$ cat src/rtl/reg_writeback.sv
// reg_writeback: write-back arbiter in front of the register file.
// It merges ALU results, move-immediates and multi-cycle loads into one
// registered write port. It also keeps a one-entry load scoreboard (Busy)
// so that decode can detect RAW/WAW hazards against the pending load.
module reg_writeback #(
    parameter int W   = 8,
    parameter int A   = 2,
    parameter int LAT = 2   // load latency, legal range 1..4
) (
    input  logic                Clk,
    input  logic                Reset,      // asynchronous, active-low
    input  logic                AluValid,
    input  logic [A-1:0]        AluDest,
    input  logic [W-1:0]        AluData,
    input  logic                MovValid,
    input  logic [A-1:0]        MovDest,
    input  logic                LoadValid,
    input  logic [A-1:0]        LoadDest,
    output logic                LoadReady,
    input  logic [W-1:0]        MemRdata,
    output logic                Stall,
    output logic [(2**A)-1:0]   Busy,
    output logic                WriteEn,
    output logic                MovEn,
    output logic [A-1:0]        Waddr,
    output logic [W-1:0]        DataIn
);

    localparam int NREG = 2**A;

    localparam logic [0:0] ST_IDLE = 1'b0;
    localparam logic [0:0] ST_WAIT = 1'b1;

    // The counter only ever holds LAT-1 down to 0, so two bits cover LAT<=4.
    localparam logic [1:0] CNT_INIT = 2'(LAT - 1);

    logic [0:0]      state_q, state_d;
    logic [1:0]      cnt_q, cnt_d;
    logic [A-1:0]    load_dest_q, load_dest_d;
    logic [NREG-1:0] busy_q, busy_d;
    logic            write_en_q, write_en_d;
    logic            mov_en_q, mov_en_d;
    logic [A-1:0]    waddr_q, waddr_d;
    logic [W-1:0]    data_in_q, data_in_d;

    logic load_return;
    logic alu_take;
    logic mov_take;

    // Decode the load return slot and which ALU/MOV request wins this cycle.
    // The load return owns the write port outright; ALU beats MOV; a request
    // whose destination still has a pending load waits (WAW ordering).
    always_comb begin
        load_return = (state_q == ST_WAIT) && (cnt_q == 2'd0);
        alu_take    = AluValid && !load_return && !busy_q[AluDest];
        mov_take    = MovValid && !AluValid && !load_return && !busy_q[MovDest];
        Stall       = Reset &&
                      (((AluValid || MovValid) && load_return) ||
                       (AluValid && busy_q[AluDest]) ||
                       (MovValid && busy_q[MovDest]) ||
                       (AluValid && MovValid));
    end

    // Load FSM, latency counter, scoreboard and write-port next state.
    // Busy is set when a load is accepted, so an ALU/MOV to the same
    // register in that same cycle still goes ahead and lands first.
    always_comb begin
        state_d     = state_q;
        cnt_d       = cnt_q;
        load_dest_d = load_dest_q;
        busy_d      = busy_q;
        write_en_d  = 1'b0;
        mov_en_d    = 1'b0;
        waddr_d     = waddr_q;
        data_in_d   = data_in_q;

        case (state_q)
            ST_IDLE: begin
                if (LoadValid) begin
                    state_d          = ST_WAIT;
                    cnt_d            = CNT_INIT;
                    load_dest_d      = LoadDest;
                    busy_d           = '0;
                    busy_d[LoadDest] = 1'b1;
                end
            end
            ST_WAIT: begin
                if (cnt_q == 2'd0) begin
                    state_d = ST_IDLE;
                    busy_d  = '0;
                end else begin
                    cnt_d = cnt_q - 2'd1;
                end
            end
            default: begin
                state_d = ST_IDLE;
            end
        endcase

        if (load_return) begin
            write_en_d = 1'b1;
            waddr_d    = load_dest_q;
            data_in_d  = MemRdata;
        end else if (alu_take) begin
            write_en_d = 1'b1;
            waddr_d    = AluDest;
            data_in_d  = AluData;
        end else if (mov_take) begin
            mov_en_d   = 1'b1;
            waddr_d    = MovDest;
            data_in_d  = '0;
        end
    end

    // State and registered register-file outputs; reset discards any pending load.
    always_ff @(posedge Clk or negedge Reset) begin
        if (!Reset) begin
            state_q     <= ST_IDLE;
            cnt_q       <= 2'd0;
            load_dest_q <= '0;
            busy_q      <= '0;
            write_en_q  <= 1'b0;
            mov_en_q    <= 1'b0;
            waddr_q     <= '0;
            data_in_q   <= '0;
        end else begin
            state_q     <= state_d;
            cnt_q       <= cnt_d;
            load_dest_q <= load_dest_d;
            busy_q      <= busy_d;
            write_en_q  <= write_en_d;
            mov_en_q    <= mov_en_d;
            waddr_q     <= waddr_d;
            data_in_q   <= data_in_d;
        end
    end

    assign LoadReady = (state_q == ST_IDLE);
    assign Busy      = busy_q;
    assign WriteEn   = write_en_q;
    assign MovEn     = mov_en_q;
    assign Waddr     = waddr_q;
    assign DataIn    = data_in_q;

endmodule

$ cat config.mk
export PLATFORM = sky130hd
export DESIGN_NAME = reg_writeback
export DESIGN_NICKNAME = d
export VERILOG_FILES = /design/src/rtl/reg_writeback.sv
export SDC_FILE = /design/constraint.sdc
export NUM_CORES = 1
export LEC_CHECK = 0
export ABC_AREA = 1
export CORE_MARGIN = 2
export CORE_UTILIZATION = 43
export DETAILED_ROUTE_END_ITERATION = 8
export HOLD_SLACK_MARGIN = 0.03
export PLACE_DENSITY = 0.89
export REMOVE_ABC_BUFFERS = 1
export SKIP_CTS_REPAIR_TIMING = 1
export SYNTH_ARGS = -nofsm -noshare
export SYNTH_HDL_FRONTEND = slang
export SYNTH_SLANG_ARGS = --single-unit
$ cat constraint.sdc
create_clock -name Clk -period 1.7 [get_ports Clk]
set_input_delay 0.34 -clock Clk [delete_from_list [all_inputs] [get_ports Clk]]
set_output_delay 0.34 -clock Clk [all_outputs]
set_load 0.03 [all_outputs]
After elaboration in Yosys (flattened, before gate mapping) --
Index checks and enable logic that the tools add are counted.
Storage, ports and cells: register bits 21, output and inout port bits 18
Cells by class: add/sub/neg operators 1, $lt $le $gt $ge 4, eq/ne operators 3, multiplexer cells 26, bitwise logic cells 1, reductions and logical operators 25
Operators with widths (number):
- two-way mux 8 bit | 3
- logical AND 1 bit | 12
- two-way mux 1 bit | 10
- two-way mux 2 bit | 5
- < comparator 2 x 3 -> 1 bit, second input constant | 3
- two-way mux 4 bit | 2
- one-hot mux 4 bit (2 select lines) | 1
- AND reduction 2 bit | 3
- binary-select mux 1 bit (select 2 bit) | 2
- logical NOT 1 bit | 4
- logical OR 1 bit | 4
- != test 2 bit, second input constant | 2
- one-hot mux 2 bit (2 select lines) | 1
- nonzero test 3 bit | 1
- demux 1 bit (select 2 bit) | 1
- >= comparator 2 x 1 -> 1 bit, second input constant | 1
- logical NOT 2 bit | 1
- != test 2 x 1 -> 1 bit, second input constant | 1
- one-hot mux 1 bit (2 select lines) | 1
- subtractor 2 x 1 -> 2 bit, second input constant | 1
- NOT 1 bit | 1

Longest topological paths before layout --
Gate-level depths: netlist of the first run.
word-level depth 8, mapped depth 10, gate-level depth less buffers 10

Worst setup path after synthesis of the first run --
OpenSTA, ideal clock, no wires.
kind reg-to-output, from register cnt_q[0], to output Stall, arrival time 1.236 ns, data required time 1.360 ns, setup slack 0.124 ns, cell stages (with the launch flop) 8, path buffers 0, cell sequence dfrtp_1 > inv_1 > ha_1 > nand2_4 > inv_4 > o21ai_0 > o21ai_0 > o21a_1
On the way: cells in the longest elaborated chain, start to end 7
RTL lines:
- start, declared | line 38 | logic [1:0] cnt_q, cnt_d;
- start signal, assigned | line 128 | cnt_q <= cnt_d;
- logical NOT 2 bit | line 54 | load_return = (state_q == ST_WAIT) && (cnt_q == 2'd0);
- logical AND 1 bit | line 54
- logical AND 1 bit | line 58 | (((AluValid || MovValid) && load_return) ||
- logical OR 1 bit | line 58
- logical OR 1 bit | line 59 | (AluValid && busy_q[AluDest]) ||
- logical OR 1 bit | line 60 | (MovValid && busy_q[MovDest]) ||
- logical AND 1 bit | line 57 | Stall = Reset &&
- end, declared | line 21 | output logic Stall,
No other way between the ends.

Worst setup path after layout of the first run --
from input MovDest[1], to output Stall
On the way: cells in the longest elaborated chain, start to end 6
RTL lines:
- start, declared | line 16 | input logic [A-1:0] MovDest,
- binary-select mux 1 bit (select 2 bit) | line 60
- two-way mux 1 bit (not written as such) | line 60
- logical AND 1 bit | line 60
- logical OR 1 bit | line 59
- logical OR 1 bit | line 60
- logical AND 1 bit | line 57
No other way between the ends. The select of a mux whose other input is x is not followed.

==> impl_metrics.env, run 1 <==
export IMPL_syn_to_final_growth_pct=54.17
export IMPL_synth_top_area_share_pct=46.05
export IMPL_combinationalPowerShare_pct=61.4
export IMPL_initialDrtViolationCount=15
export IMPL_stdcell_count=214
export IMPL_finalPower_mw=2.923
export IMPL_clock_sinks=21
export IMPL_htree_num_levels=1
export IMPL_power_switching_mw=1.386
export IMPL_cp_max_fo=3
export IMPL_cap_violations=0
export IMPL_drv_slew=0
export IMPL_async_flop_share_pct=100.0
export IMPL_hold_class="input port to asynchronous set/reset pin"
export IMPL_setup_ws_ns=-0.1032
export IMPL_fillCellCount=192
export IMPL_critPathArrivalTime_ns=1.46
export IMPL_cts_root_buf="clkbuf_4"
export IMPL_p_clk_share_pct=8.5
export IMPL_dp_cells=210
export IMPL_swShare_pct=47.41
export IMPL_routed_via_count=1126
export IMPL_drcViolationCount=0
export IMPL_numCtsBuffers=3
export IMPL_io_pins=45
export IMPL_yosysWarnings=0
export IMPL_crit_path_start_kind="input port"
export IMPL_grt_usage_pct=20.74
export IMPL_critPathSlowestCell="clkdlybuf4s50_1"
export IMPL_skew_ns=0.004095
export IMPL_synth_ff_type="dfrtp_1"
export IMPL_synth_enable_flop_cells=0
export IMPL_grt_pass1_wl_mm=5.085
export IMPL_synth_most_common_cell="nand2_1"
export IMPL_grt_pass1_vias=1131
export IMPL_power_density_nw_per_um2=1662
export IMPL_syn_area_per_cell_um2=8.846
export IMPL_n_antenna_cell=0
export IMPL_die_area_um2=3082
export IMPL_rows=18
export IMPL_worstPathCellList="clkdlybuf4s50_1, nand3b_1, nand2_1, a21oi_2, o21a_1, buf_6"
export IMPL_port_buffers=44
export IMPL_hold_viol=0
export IMPL_slew_limit_headroom_pct=77.86
export IMPL_rsz0062_at_grt="yes"
export IMPL_violations="negative setup slack"
export IMPL_critPathKind="input port to output port"
export IMPL_post_route_period_util_pct=106.1
export IMPL_fmax_ghz=0.5546
export IMPL_worstMarginPinSlew_ns=0.3316
export IMPL_cp_data_required_time_ns=1.36
export IMPL_outcome="finished, violations left"
export IMPL_ys_seq_elements=21
export IMPL_synth_cell_types=24
export IMPL_initial_core_util_pct=45.65
export IMPL_syn_inst=129
export IMPL_p_int_mw=1.538
export IMPL_drive_gt1_share_pct=26.09
export IMPL_clk_pin_slew_worst_paths_ns=0.12
export IMPL_final_setup_viol_count=1
export IMPL_dpl_hpwl_mm=2.423
export IMPL_p_leak_nw=1.039
export IMPL_vias_per_cell=5.262
export IMPL_grt_max_degree=22
export IMPL_slowest_delay_ns=0.50
export IMPL_fin_hold_ws_ns=0.4774
export IMPL_ant_nets=0
export IMPL_synth_area_um2=1141
export IMPL_synthTopCellsByArea="dfrtp_1 46%, nand2_1 9.5%, nand3_1 9.2%"
export IMPL_avgRoutedWirePerCell_um=14.72
export IMPL_ir_drop_mv=1.274
export IMPL_yosysTopAreaCell="dfrtp_1"
export IMPL_clockBufferDepth=2
export IMPL_antenna_found_initial=0
export IMPL_tritoncts="done"
export IMPL_finalCriticalPeriod_ns=1.803
export IMPL_end_kind="output port"
export IMPL_grt_ovfl_total=0
export IMPL_dieWidth_um=55.52
export IMPL_seq_area_frac_synth_pct=46.05
export IMPL_p_seq_share_pct=30.1
export IMPL_die_h_um=55.52
export IMPL_drtPass1Iterations=4
export IMPL_synth_commonest_cells="29 x nand2_1, 21 x dfrtp_1, 21 x nand3_1"
export IMPL_fin_nets=213
export IMPL_gp_congestion=0.7484
export IMPL_core_area_um2=2500
export IMPL_drt_total_wl_mm=3.151
export IMPL_clk_latency_ns=0.31
layer usage:
| metal | track usage [%] | vias to the layer above | share of wire, % |
|---|---|---|---|
| li1 | - | 536 | - |
| met1 | 22.94 | 552 | 39 |
| met2 | 38.27 | 33 | 55 |
| met3 | 5.152 | 5 | 4.7 |
| met4 | 6.969 | 0 | 1.4 |
| met5 | 0 | - | 0 |
cells in the final DEF, fill, tap and decap left out, drive strengths merged:
cell type,Yosys,routed
o21a,1,1
o22ai,1,1
clkbuf,0,4
inv,14,14
buf,3,11
a21oi,1,1
nor2,1,1
nor3,1,1
nand3b,1,1
o21ai,8,8
ha,1,1
or2,1,1
nand2,43,43
dfrtp,21,21
dlymetal6s2s,0,18
o31ai,1,1
nand3,31,31
clkdlybuf4s50,0,25
layout make-up:
type	count	area [µm²]	area share [%]
Clock buffer	4	26.28	1.494
Tap cell	30	37.54	2.134
Sequential cell	21	525.5	29.87
Inverter	14	60.06	3.414
Multi-Input combinational cell	91	548.0	31.15
Timing Repair Buffer	54	561.8	31.93
worst max-delay path: cells and delay by family:
family          cells  cell delay (ns)
compound gates      2             0.29
buf+inv             2             0.63
simple gates        2             0.20
logic make-up (layout without fill, tap and decap cells):
kind of cell,Yosys count,in the layout,synth area share (%)
simple gates,78,78,39.36
flops,21,21,46.05
buf+inv,17,72,7.675
compound gates,12,12,5.811
fa+ha+maj,1,1,1.096
sequential cells by signal, summed over array words and instances (netlist names):
| signal | flops |
|---|---|
| MovEn | 1 |
| load_dest_q | 2 |
| state_q | 1 |
| cnt_q | 2 |
| Waddr | 2 |
| Busy | 4 |
| DataIn | 8 |
| WriteEn | 1 |
power groups by stage:
stage | Sequential [mW] | Combinational, mW | Clock, mW
2_1_floorplan | 1.20 | 0.735 | 0
3_3_place_gp | 0.883 | 1.69 | 0
3_5_place_dp | 0.890 | 1.76 | 0
4_1_cts | 0.883 | 1.78 | 0.249
5_1_grt | 0.906 | 1.92 | 0.276
6_report | 0.881 | 1.79 | 0.249
path summary, 6_finish.rpt:
check | from | endpoint | slack (ns) | depth (start not counted)
min in group Clk | DataIn[3] | DataIn[3] | 0.51 | 2
setup reg to reg | cnt_q[0] | DataIn[4] | 0.16 | 11
hold / removal | Reset | cnt_q[0] | 0.48 | 2
hold reg to reg | DataIn[3] | DataIn[3] | 0.51 | 2
setup / recovery | MovDest[1] | Stall | -0.10 | 6
max in group asynchronous | Reset | DataIn[6] | 1.01 | 2
stage by stage:
step | setup slack, ns | util [%] | area, µm² | setup TNS, ns
after floorplan | 0.05980 | - | 1114 | 0
after global placement | -0.1466 | 66.57 | 1664 | -1.094
after detailed placement | -0.2375 | 66.57 | 1664 | -1.724
after CTS | -0.2738 | 67.62 | 1690 | -0.9401
after global routing | -0.1677 | 70.37 | 1759 | -0.1677
final | -0.1032 | 70.37 | 1759 | -0.1032
Power figures use the tool's default switching activity.
==> run 2, diff against run 1 <==
--- a/config.mk
+++ b/config.mk
@@ -13,6 +13,7 @@
 export PLACE_DENSITY = 0.89
 export REMOVE_ABC_BUFFERS = 1
 export SKIP_CTS_REPAIR_TIMING = 1
+export SKIP_LAST_GASP = 1
 export SYNTH_ARGS = -nofsm -noshare
 export SYNTH_HDL_FRONTEND = slang
 export SYNTH_SLANG_ARGS = --single-unit
==> run 2 against run 1 <==
  * Clock power barely moved
  * Fmax fell by 3.9%
  * Flip-flop and latch count did not move
  * Register-to-register slack barely moved
  * Non-clock buffer count did not move
  * Die area did not move
  * Worst setup slack got worse by 0.074 ns
  * First-iteration DRC count fell by 20%
  * The flow still finishes with violations (negative setup slack)
  * Via count fell by 0.36%
  * Design area fell by 0.78%
==> impl_metrics.env, run 2 (same netlist as run 1, synthesis figures left out) <==
export IMPL_critPathKind="input port to output port"
export IMPL_grt_ovfl_total=0
export IMPL_grt_pass1_wl_mm=5.085
export IMPL_numCtsBuffers=3
export IMPL_hold_viol=0
export IMPL_violations="negative setup slack"
export IMPL_crit_path_start_kind="input port"
export IMPL_routed_via_count=1122
export IMPL_dpl_hpwl_mm=2.423
export IMPL_finalCriticalPeriod_ns=1.877
export IMPL_clk_pin_slew_worst_paths_ns=0.12
export IMPL_worstMarginPinSlew_ns=0.3336
export IMPL_avgRoutedWirePerCell_um=14.66
export IMPL_rows=18
export IMPL_antenna_found_initial=0
export IMPL_gp_congestion=0.7484
export IMPL_die_h_um=55.52
export IMPL_htree_num_levels=1
export IMPL_power_density_nw_per_um2=1669
export IMPL_hold_class="input port to asynchronous set/reset pin"
export IMPL_cts_root_buf="clkbuf_4"
export IMPL_mostFrequentLayoutCells="29 x nand2_1, 26 x clkdlybuf4s50_1, 21 x dfrtp_1, 21 x nand3_1, 17 x dlymetal6s2s_1"
export IMPL_tritoncts="done"
export IMPL_layout_commonest_cell="nand2_1"
export IMPL_postLayoutCoreUtil_pct=69.82
export IMPL_rsz0062_at_grt="yes"
export IMPL_grt_usage_pct=20.74
export IMPL_critPathArrivalTime_ns=1.54
export IMPL_fmax_ghz=0.5328
export IMPL_timing_setup_tns_ns=-0.1768
export IMPL_vias_per_cell=5.243
export IMPL_drv_slew=0
export IMPL_p_leak_nw=1.028
export IMPL_initial_core_util_pct=45.65
export IMPL_outcome="finished, violations left"
export IMPL_drcViolationCount=0
export IMPL_syn_to_final_growth_pct=52.96
export IMPL_post_route_period_util_pct=110.4
export IMPL_clock_sinks=21
export IMPL_cp_data_required_time_ns=1.36
export IMPL_cap_violations=0
export IMPL_clockBufferDepth=2
export IMPL_io_pins=45
export IMPL_initialDrtViolationCount=12
export IMPL_end_kind="output port"
export IMPL_grt_pass1_vias=1131
export IMPL_cp_max_fo=4
export IMPL_setup_ws_ns=-0.1768
export IMPL_skew_ns=0.004985
export IMPL_die_area_um2=3082
export IMPL_clk_latency_ns=0.30
export IMPL_drt_total_wl_mm=3.137
export IMPL_drtPass1Iterations=4
export IMPL_dp_slack_ns=-0.2375
export IMPL_port_buffers=44
export IMPL_grt_max_degree=22
export IMPL_ir_drop_mv=1.274
export IMPL_final_setup_viol_count=1
export IMPL_largest_register_ffs=8
export IMPL_ant_nets=0
export IMPL_fin_hold_ws_ns=0.4843
export IMPL_slew_limit_headroom_pct=77.73
export IMPL_finalPower_mw=2.913
export IMPL_core_area_um2=2500
export IMPL_n_antenna_cell=0
export IMPL_fin_nets=213
export IMPL_drive_gt1_share_pct=25.00
export IMPL_dieWidth_um=55.52
==> run 2: changes by cell type in the layout (fill, tap and decap cells not counted), sizes merged <==
cell / previous run / this run
clkdlybuf4s50: 25 / 26
dlymetal6s2s: 18 / 17
==> run 2: layout make-up <==
cell class,count,area [µm²]
inverters,14,60.06
multi-input cells,91,540.5
clock buffers,4,26.28
fillers,193,754.5
repair buffers,54,555.5
well taps,30,37.54
flip-flops and latches,21,525.5
==> run 2: final timing paths <==
check                                start   endpoint  slack, ns  depth (start not counted)
max in group asynchronous            Reset  DataIn[6]       1.00                          2
worst min-delay path                 Reset   cnt_q[0]       0.48                          2
worst max register to register    cnt_q[0]  DataIn[4]       0.16                         11
min in group Clk                 DataIn[3]  DataIn[3]       0.51                          2
worst max-delay path            AluDest[0]      Stall      -0.18                          8
worst min register to register   DataIn[3]  DataIn[3]       0.51                          2
==> run 2: metrics by stage <==
| stage | std cells | area (µm²) |
|---|---|---|
| after detailed placement | 210 | 1664 |
| after global placement | 210 | 1664 |
| final | 214 | 1745 |
| after CTS | 214 | 1690 |
| after floorplan | 126 | 1114 |
| after global routing | 214 | 1745 |
==> run 2: layer usage <==
metal | GRT usage [%] | vias to the layer above | share of wire, %
met5 | 0 | - | 0
met4 | 6.969 | 0 | 0.67
met3 | 5.152 | 2 | 4.8
met2 | 38.27 | 38 | 56
met1 | 22.94 | 545 | 39
li1 | - | 537 | -
==> run 2: power breakdown <==
group	total (mW)	internal (mW)	leakage, nW	switching, mW
sequential	0.881	0.725	0.263	0.156
clock	0.246	0.0915	0.0150	0.154
combinational	1.79	0.716	0.750	1.07
==> run 2: worst max-delay path, cell delays in order <==
cell,delay (ns)
clkdlybuf4s50_1,0.54
inv_2,0.05
nand2_1,0.07
nand3_2,0.06
nand2_2,0.07
o21ai_1,0.06
o21a_1,0.18
buf_4,0.16
